--- config.mk ---
export PLATFORM = sky130hd
export DESIGN_NAME = ram_arbiter_flat
export DESIGN_NICKNAME = d
export VERILOG_FILES = /design/src/rtl/ram_arbiter_if.sv /design/src/rtl/ram_arbiter.sv /design/src/flat_wrapper.sv
export SDC_FILE = /design/constraint.sdc
export NUM_CORES = 1
export LEC_CHECK = 0
export ABC_CLOCK_PERIOD_IN_PS = 2040
export CAP_MARGIN = 20
export CORE_MARGIN = 4
export CORE_UTILIZATION = 30
export DETAILED_ROUTE_END_ITERATION = 16
export DONT_BUFFER_PORTS = 1
export GPL_TIMING_DRIVEN = 0
export PLACE_DENSITY = 0.54
export RECOVER_POWER = 50
export SLEW_MARGIN = 15
export SYNTH_ARGS = -nofsm -noshare
export SYNTH_HDL_FRONTEND = slang
export SYNTH_SLANG_ARGS = --single-unit
--- constraint.sdc ---
create_clock -name clk -period 2.04 [get_ports clk]
set_clock_uncertainty 0.05 [all_clocks]
set_input_delay 0.51 -clock clk [delete_from_list [all_inputs] [get_ports clk]]
set_output_delay 0.51 -clock clk [all_outputs]
set_load 0.01 [all_outputs]
--- src/rtl/ram_arbiter_if.sv ---
// Bundle of the two requester ports, the shared basic_ram bus and status for ram_arbiter.
// The arbiter connects through the slave modport; the requesters and RAM sit on the master side.
interface ram_arbiter_if;
  logic        boot_lock;

  logic        p0_req;
  logic        p0_we;
  logic [31:0] p0_addr;
  logic [31:0] p0_wdata;
  logic [1:0]  p0_size;
  logic        p0_ack;
  logic        p0_err;
  logic [31:0] p0_rdata;

  logic        p1_req;
  logic        p1_we;
  logic [31:0] p1_addr;
  logic [31:0] p1_wdata;
  logic [1:0]  p1_size;
  logic        p1_ack;
  logic        p1_err;
  logic [31:0] p1_rdata;

  logic        ram_cs;
  logic        ram_we;
  logic        ram_oe;
  logic [31:0] ram_addr;
  logic [31:0] ram_din;
  logic [1:0]  ram_size;
  logic [31:0] ram_dout;
  logic        ram_ready;

  logic        busy;

  modport slave (
    input  boot_lock,
    input  p0_req, p0_we, p0_addr, p0_wdata, p0_size,
    output p0_ack, p0_err, p0_rdata,
    input  p1_req, p1_we, p1_addr, p1_wdata, p1_size,
    output p1_ack, p1_err, p1_rdata,
    output ram_cs, ram_we, ram_oe, ram_addr, ram_din, ram_size,
    input  ram_dout, ram_ready,
    output busy
  );

  modport master (
    output boot_lock,
    output p0_req, p0_we, p0_addr, p0_wdata, p0_size,
    input  p0_ack, p0_err, p0_rdata,
    output p1_req, p1_we, p1_addr, p1_wdata, p1_size,
    input  p1_ack, p1_err, p1_rdata,
    input  ram_cs, ram_we, ram_oe, ram_addr, ram_din, ram_size,
    output ram_dout, ram_ready,
    input  busy
  );
endinterface

--- src/rtl/ram_arbiter.sv ---
// Round-robin arbiter sharing one basic_ram port between the boot loader (port 0) and the core (port 1),
// with a loader-priority lock and a ready-timeout watchdog that completes the access with an error.
module ram_arbiter #(
  parameter int TIMEOUT = 64,
  parameter int CNT_W   = 7
) (
  input logic           clk,
  input logic           rst_n,
  ram_arbiter_if.slave  bus
);

  typedef enum logic [1:0] {
    IDLE   = 2'd0,
    ACCESS = 2'd1,
    DONE   = 2'd2
  } state_t;

  localparam logic [CNT_W-1:0] CNT_LAST = CNT_W'(TIMEOUT - 1);

  state_t           state_q, state_d;
  logic             grant_q, grant_d;
  logic             last_q, last_d;
  logic             err_q, err_d;
  logic [CNT_W-1:0] cnt_q, cnt_d;
  logic             we_q, we_d;
  logic [31:0]      addr_q, addr_d;
  logic [31:0]      din_q, din_d;
  logic [1:0]       size_q, size_d;
  logic [31:0]      rdata0_q, rdata0_d;
  logic [31:0]      rdata1_q, rdata1_d;
  logic             winner;

  // Loader lock beats fairness; otherwise a contended grant goes to the port not served last.
  always_comb begin
    if (bus.boot_lock)
      winner = !bus.p0_req;
    else if (bus.p0_req && bus.p1_req)
      winner = !last_q;
    else
      winner = bus.p1_req;
  end

  always_comb begin
    state_d  = state_q;
    grant_d  = grant_q;
    last_d   = last_q;
    err_d    = err_q;
    cnt_d    = cnt_q;
    we_d     = we_q;
    addr_d   = addr_q;
    din_d    = din_q;
    size_d   = size_q;
    rdata0_d = rdata0_q;
    rdata1_d = rdata1_q;

    case (state_q)
      IDLE: begin
        if (bus.p0_req || bus.p1_req) begin
          grant_d = winner;
          last_d  = winner;
          we_d    = winner ? bus.p1_we    : bus.p0_we;
          addr_d  = winner ? bus.p1_addr  : bus.p0_addr;
          din_d   = winner ? bus.p1_wdata : bus.p0_wdata;
          size_d  = winner ? bus.p1_size  : bus.p0_size;
          cnt_d   = '0;
          err_d   = 1'b0;
          state_d = ACCESS;
        end
      end
      ACCESS: begin
        // A ready seen on the final allowed cycle still counts as a normal completion.
        if (bus.ram_ready) begin
          if (!we_q) begin
            if (grant_q) rdata1_d = bus.ram_dout;
            else         rdata0_d = bus.ram_dout;
          end
          state_d = DONE;
        end else if (cnt_q == CNT_LAST) begin
          err_d   = 1'b1;
          state_d = DONE;
        end else begin
          cnt_d = cnt_q + 1'b1;
        end
      end
      DONE:    state_d = IDLE;
      default: state_d = IDLE;
    endcase
  end

  always_ff @(posedge clk or negedge rst_n) begin
    if (!rst_n) begin
      state_q  <= IDLE;
      grant_q  <= 1'b0;
      last_q   <= 1'b1;
      err_q    <= 1'b0;
      cnt_q    <= '0;
      we_q     <= 1'b0;
      addr_q   <= '0;
      din_q    <= '0;
      size_q   <= '0;
      rdata0_q <= '0;
      rdata1_q <= '0;
    end else begin
      state_q  <= state_d;
      grant_q  <= grant_d;
      last_q   <= last_d;
      err_q    <= err_d;
      cnt_q    <= cnt_d;
      we_q     <= we_d;
      addr_q   <= addr_d;
      din_q    <= din_d;
      size_q   <= size_d;
      rdata0_q <= rdata0_d;
      rdata1_q <= rdata1_d;
    end
  end

  // Strobes decode from the state register, so an async reset drops them at once.
  assign bus.ram_cs   = (state_q == ACCESS);
  assign bus.ram_we   = (state_q == ACCESS) && we_q;
  assign bus.ram_oe   = (state_q == ACCESS) && !we_q;
  assign bus.ram_addr = addr_q;
  assign bus.ram_din  = din_q;
  assign bus.ram_size = size_q;
  assign bus.busy     = (state_q == ACCESS) || (state_q == DONE);

  assign bus.p0_ack   = (state_q == DONE) && !grant_q;
  assign bus.p1_ack   = (state_q == DONE) && grant_q;
  assign bus.p0_err   = (state_q == DONE) && !grant_q && err_q;
  assign bus.p1_err   = (state_q == DONE) && grant_q && err_q;
  assign bus.p0_rdata = rdata0_q;
  assign bus.p1_rdata = rdata1_q;

endmodule

--- src/flat_wrapper.sv ---
// flat-port wrapper written by rule: the top's interface ports become plain ports
module ram_arbiter_flat 
#(
  parameter int TIMEOUT = 64,
  parameter int CNT_W   = 7
)
  (clk, rst_n, bus_boot_lock, bus_p0_req, bus_p0_we, bus_p0_addr, bus_p0_wdata, bus_p0_size, bus_p0_ack, bus_p0_err, bus_p0_rdata, bus_p1_req, bus_p1_we, bus_p1_addr, bus_p1_wdata, bus_p1_size, bus_p1_ack, bus_p1_err, bus_p1_rdata, bus_ram_cs, bus_ram_we, bus_ram_oe, bus_ram_addr, bus_ram_din, bus_ram_size, bus_ram_dout, bus_ram_ready, bus_busy);
  ram_arbiter_if bus_i ();
  input logic clk;
  input logic rst_n;
  input wire logic [$bits(bus_i.boot_lock)-1:0] bus_boot_lock;
  input wire logic [$bits(bus_i.p0_req)-1:0] bus_p0_req;
  input wire logic [$bits(bus_i.p0_we)-1:0] bus_p0_we;
  input wire logic [$bits(bus_i.p0_addr)-1:0] bus_p0_addr;
  input wire logic [$bits(bus_i.p0_wdata)-1:0] bus_p0_wdata;
  input wire logic [$bits(bus_i.p0_size)-1:0] bus_p0_size;
  output wire logic [$bits(bus_i.p0_ack)-1:0] bus_p0_ack;
  output wire logic [$bits(bus_i.p0_err)-1:0] bus_p0_err;
  output wire logic [$bits(bus_i.p0_rdata)-1:0] bus_p0_rdata;
  input wire logic [$bits(bus_i.p1_req)-1:0] bus_p1_req;
  input wire logic [$bits(bus_i.p1_we)-1:0] bus_p1_we;
  input wire logic [$bits(bus_i.p1_addr)-1:0] bus_p1_addr;
  input wire logic [$bits(bus_i.p1_wdata)-1:0] bus_p1_wdata;
  input wire logic [$bits(bus_i.p1_size)-1:0] bus_p1_size;
  output wire logic [$bits(bus_i.p1_ack)-1:0] bus_p1_ack;
  output wire logic [$bits(bus_i.p1_err)-1:0] bus_p1_err;
  output wire logic [$bits(bus_i.p1_rdata)-1:0] bus_p1_rdata;
  output wire logic [$bits(bus_i.ram_cs)-1:0] bus_ram_cs;
  output wire logic [$bits(bus_i.ram_we)-1:0] bus_ram_we;
  output wire logic [$bits(bus_i.ram_oe)-1:0] bus_ram_oe;
  output wire logic [$bits(bus_i.ram_addr)-1:0] bus_ram_addr;
  output wire logic [$bits(bus_i.ram_din)-1:0] bus_ram_din;
  output wire logic [$bits(bus_i.ram_size)-1:0] bus_ram_size;
  input wire logic [$bits(bus_i.ram_dout)-1:0] bus_ram_dout;
  input wire logic [$bits(bus_i.ram_ready)-1:0] bus_ram_ready;
  output wire logic [$bits(bus_i.busy)-1:0] bus_busy;
  assign bus_i.boot_lock = bus_boot_lock;
  assign bus_i.p0_req = bus_p0_req;
  assign bus_i.p0_we = bus_p0_we;
  assign bus_i.p0_addr = bus_p0_addr;
  assign bus_i.p0_wdata = bus_p0_wdata;
  assign bus_i.p0_size = bus_p0_size;
  assign bus_p0_ack = bus_i.p0_ack;
  assign bus_p0_err = bus_i.p0_err;
  assign bus_p0_rdata = bus_i.p0_rdata;
  assign bus_i.p1_req = bus_p1_req;
  assign bus_i.p1_we = bus_p1_we;
  assign bus_i.p1_addr = bus_p1_addr;
  assign bus_i.p1_wdata = bus_p1_wdata;
  assign bus_i.p1_size = bus_p1_size;
  assign bus_p1_ack = bus_i.p1_ack;
  assign bus_p1_err = bus_i.p1_err;
  assign bus_p1_rdata = bus_i.p1_rdata;
  assign bus_ram_cs = bus_i.ram_cs;
  assign bus_ram_we = bus_i.ram_we;
  assign bus_ram_oe = bus_i.ram_oe;
  assign bus_ram_addr = bus_i.ram_addr;
  assign bus_ram_din = bus_i.ram_din;
  assign bus_ram_size = bus_i.ram_size;
  assign bus_i.ram_dout = bus_ram_dout;
  assign bus_i.ram_ready = bus_ram_ready;
  assign bus_busy = bus_i.busy;
  ram_arbiter #(.TIMEOUT(TIMEOUT), .CNT_W(CNT_W)) u_core (.clk(clk), .rst_n(rst_n), .bus(bus_i));
endmodule
# Yosys cells after proc, flatten, opt, wreduce, memory -nomap -nowiden
# Cells that the tools add are included.
classes:
  addsub: 1
  n_mul: 0
  div: 0
  magnitude_cmp: 0
  eq_ne: 8
  shift: 0
  n_mux: 18
  n_bitwise: 2
  n_reduce_logical: 21
ops:
  columns: ["operator", "n"]
  rows:
  - ["32-bit 2-to-1 mux", 2]
  - ["7-bit 2-to-1 mux", 3]
  - ["4-bit AND reduction", 4]
  - ["7-bit case mux with 2 select lines", 1]
  - ["2-bit 2-to-1 mux", 4]
  - ["7-bit by 1-bit adder with 7-bit output (second input constant)", 1]
  - ["7-bit by 6-bit == test with 1-bit output (second input constant)", 1]
  - ["1-bit logical AND", 7]
  - ["1-bit 2-to-1 mux", 6]
  - ["1-bit zero test", 4]
  - ["2-bit by 1-bit != test with 1-bit output (second input constant)", 2]
  - ["2-bit != test (second input constant)", 2]
  - ["2-bit case mux with 2 select lines", 1]
  - ["2-bit AND reduction", 2]
  - ["3-bit by 1-bit != test with 1-bit output (second input constant)", 1]
  - ["2-bit by 1-bit == test with 1-bit output (second input constant)", 1]
  - ["2-bit == test (second input constant)", 1]
  - ["2-bit zero test", 1]
  - ["1-bit logical OR", 2]
  - ["1-bit inverter", 2]
  - ["1-bit case mux with 2 select lines", 1]
  - ["2-bit nonzero test", 1]
word_totals:
  register_bits: 143
  latchBits: 0
  ram_bits: 0
  romBits: 0
  in_bits: 172
  output_inout_bits: 138
  wordCells: 61
  mem_count: 0

# Longest topological paths before layout
logic_depth:
  depth_word: 4
  mapped_depth: 8
  ltp_nobuf: 6

# Worst setup path before layout
# No wires, ideal clock.
synth_timing:
  kind: "register to register"
  from: "register u_core.state_q[1]"
  to: "register u_core.rdata0_q[10] (netlist: u_core.bus.p0_rdata[10])"
  setup_ps: 125
  t_arrival_ps: 1665
  t_required_ps: 1865
  slack_ps: 201
  stages_incl_launch_ff: 7
  n_path_buf: 1
  period_less_slack_ps: 1839
  path_cell_list: "dfrtp_1 inv_1 ha_1 nand2_1 nor3_2 buf_2 mux2_2"
synth_via:
  elab_chain_cells: 2
synth_rtl:
  columns: ["item", "line_no", "text"]
  rows:
  - ["from (decl)", "ram_arbiter.sv:20", "state_t state_q, state_d;"]
  - ["from (signal assigned)", "ram_arbiter.sv:104", "state_q <= state_d;"]
  - ["2-bit by 1-bit == test with 1-bit output", null, null]
  - ["named net bus_ram_cs", "flat_wrapper.sv:28", "output wire logic [$bits(bus_i.ram_cs)-1:0] bus_ram_cs;"]
  - ["4-bit AND reduction (no source line)", null, null]
  - ["to (signal assigned)", "ram_arbiter.sv:113", "rdata0_q <= rdata0_d;"]
  - ["to (decl)", "ram_arbiter.sv:29", "logic [31:0] rdata0_q, rdata0_d;"]
# The timed path passes the listed nets, and every way through them passes these cells.
# A chain may end at the register's enable or synchronous reset.

# Worst setup path in the final report
layout_timing:
  from: "register u_core.state_q[1]"
  to: "output bus_ram_oe"
layout_via:
  elab_chain_cells: 2
layout_rtl:
  columns: ["item", "line_no", "text"]
  rows:
  - ["2-bit by 1-bit == test with 1-bit output", null, null]
  - ["named net bus_ram_cs", "flat_wrapper.sv:28", null]
  - ["1-bit logical AND", "ram_arbiter.sv:121", "assign bus.ram_oe = (state_q == ACCESS) && !we_q;"]
  - ["to (decl)", "flat_wrapper.sv:30", "output wire logic [$bits(bus_i.ram_oe)-1:0] bus_ram_oe;"]
# The timed path passes the listed nets, and every way through them passes these cells.

==> impl_metrics.env <==
export IMPL_status="complete, but fails checks"
export IMPL_violations="hold timing"
export IMPL_die_w_um=151
export IMPL_slew_headroom_pct=60.0
export IMPL_drv_slew=0
export IMPL_grt_start_max_net_pins=144
export IMPL_p_switching_w=0.00453
export IMPL_holdWs_ps=-253
export IMPL_vdd_drop_max_mv=0.482
export IMPL_fin_crit_ps=1960
export IMPL_crit_required_ps=1480
export IMPL_endpoint_kind="output pin"
export IMPL_diodes=0
export IMPL_num_nets_final=706
export IMPL_synth_nets=683
export IMPL_synth_top_area_cell="dfrtp_1"
export IMPL_synth_main_ff_cell="dfrtp_1"
export IMPL_worstSetupPathType="flip-flop to output pin"
export IMPL_ioPinCount=310
export IMPL_clkSlewWorstSetupHoldPaths_ps=60
export IMPL_critPathLaunchType="flip-flop"
export IMPL_rsz0062_at_grt="no"
export IMPL_power_leakage_nw=3.25
export IMPL_design_area_um2=7230
export IMPL_insertion_delay_ps=410
export IMPL_worst_pin_slew_ps=597
export IMPL_synthTopCellsByCount="dfrtp_1, o21ai_0, nand2_1"
export IMPL_die_height_um=151
export IMPL_hold_violations=143
export IMPL_pre_cts_ws_ps=-466
export IMPL_drt_pass1_iterations=4
export IMPL_finalSetupViolations=0
export IMPL_initial_core_util_pct=30.5
export IMPL_yosys_warnings=0
export IMPL_port_buffers=0
export IMPL_ys_types=34
export IMPL_final_seq_area_um2=3580
export IMPL_worstSetupStartpoint="u_core.state_q[1]"
export IMPL_synth_area_top_cells="dfrtp_1, mux2_2, mux2i_1"
export IMPL_syn_area_um2=6150
export IMPL_synthArstFlopShare_pct=100
export IMPL_comb_power_share_pct=24.9
export IMPL_powerDensity_nw_per_um2=1680
export IMPL_clockRootBuffer="clkbuf_16"
export IMPL_p_total_w=0.0122
export IMPL_cts_tree="built"
export IMPL_gp_congestion=0.768
export IMPL_route_detailed_drc=0
export IMPL_cts_sinks=143
export IMPL_max_freq_mhz=509
export IMPL_cp_arrival_ps=1400
export IMPL_yosysMostFrequentCell="dfrtp_1"
export IMPL_hold_class="input pin to asynchronous set/reset pin"
export IMPL_avgSynthCellArea_um2=12.1
export IMPL_p_clk_share_pct=26.2
export IMPL_maxCapViolCount=0
export IMPL_timing_rr_start="u_core.state_q[0]"
export IMPL_p_int_w=0.00765
export IMPL_wirelength_mm=16.3
export IMPL_dp_hpwl_mm=12.5
export IMPL_place_area_um2=6480
export IMPL_globalRouteTotalUtil_pct=13.7
export IMPL_die_area_um2=22800
export IMPL_routed_via_density=4.98
export IMPL_antenna_found_initial=0
export IMPL_clockBufferDepth=2
export IMPL_syn_inst=506
export IMPL_finalCritPeriodShare_pct=96.2
export IMPL_nFillCells=1985
export IMPL_routedWlPerCell_um=20.0
export IMPL_ys_seq_area_share_pct=58.2
export IMPL_grt_pass1_wl_mm=23.9
export IMPL_fp_row_count=52
export IMPL_drtIter0Drc=115
export IMPL_p_seq_share_pct=48.8
export IMPL_num_vias=4043
export IMPL_multi_input_area_um2=2460
export IMPL_ant_nets=0
export IMPL_overflow=0
export IMPL_htree_levels=4
export IMPL_core_area_um2=20200
export IMPL_drive_gt1_share_pct=26.6
export IMPL_synth_edf_count=0
export IMPL_numCtsBuffers=17
export IMPL_setup_ws_ps=77.0
export IMPL_cp_max_fo=10
export IMPL_p_sw_share_pct=37.2
export IMPL_area_growth_pct=17.6
export IMPL_final_setup_tns_ps=0
export IMPL_synth_ff_latch_count=143
export IMPL_synth_top_area_share_pct=57.8
export IMPL_grt_pass1_vias=4350
power by group through the flow:
stage | sequential (W) | clock, W | combinational [W]
global route | 0.00615 | 0.00342 | 0.00346
CTS | 0.00598 | 0.00330 | 0.00299
finish | 0.00595 | 0.00319 | 0.00304
detailed placement | 0.00599 | 0 | 0.00292
floorplan | 0.00553 | 0 | 0.00230
global placement | 0.00598 | 0 | 0.00277
timing repair:
item / in CTS / in global routing
pin swaps: 0 / 1
setup endpoints to repair: 139 / 70
buffers inserted: 0 / 4
gates resized for setup: 19 / 15
hold endpoints to repair: 143 / 143
area by class of cell:
| cell class | instances | share of cell area, % |
|---|---|---|
| multi-input cells | 327 | 34.1 |
| clock buffers | 19 | 6.13 |
| repair buffers | 4 | 0.415 |
| flip-flops and latches | 143 | 49.5 |
| plain buffers | 30 | 2.60 |
| well taps | 270 | 4.67 |
| inverters | 6 | 0.312 |
| clock inverters | 13 | 2.25 |
final timing paths:
kind                                            to  slack (ps)  depth (start not counted)
max                                     bus_ram_oe          80                          4
min                        u_core.bus.p0_rdata[15]        -250                          0
max reg2reg                        u_core.cnt_q[3]         120                          6
min reg2reg                          u_core.last_q         430                          2
max in group asynchronous            u_core.last_q        1960                          0
min in group clk           u_core.bus.p0_rdata[11]         200                          1
state kept, by name (all words and copies together), names as in the netlist, 2 cells and up:
name,cells
u_core.bus.p0_rdata,32
u_core.state_q,2
u_core.bus.ram_size,2
u_core.bus.p1_rdata,32
u_core.bus.ram_addr,32
u_core.cnt_q,7
u_core.bus.ram_din,32
critical path, stage by stage, from the launching register on:
cell	delay, ps
dfrtp_1	400
inv_2	110
ha_4	170
buf_6	150
nor2b_4	170
cells in the final DEF (no fill, tap or decap), types with 7 or more instances in the layout:
cell type / count
buf_2: 12
buf_4: 9
clkbuf_1: 7
clkbuf_16: 17
dfrtp_1: 142
mux2_2: 64
mux2i_1: 67
nand2_1: 72
o21ai_0: 75
cell families after synthesis:
group	after synthesis	share of synthesized area [%]
adder cells (fa/ha/maj)	5	1.02
flip-flops	143	58.2
buffers and inverters	36	2.85
AND/OR/NAND/NOR	99	7.00
AO/OA/AOI/OAI	91	8.08
multiplexers	132	22.8
metrics by stage:
stage / std cells / utilization (%)
final: 812 / 35.8
after global routing: 812 / 35.8
after CTS: 808 / 35.4
after detailed placement: 776 / 32.2
after global placement: 776 / 32.2
after floorplan: 506 / -
routing by layer:
metal / vias to the layer above / track usage (%) / share of wire, %
met5: - / 0 / 0
met3: 12 / 5.80 / 13
met1: 1983 / 15.4 / 38
met2: 237 / 23.1 / 48
met4: 0 / 4.99 / 1.4
li1: 1811 / - / -
No activity file was read; power rests on OpenSTA's default activity.
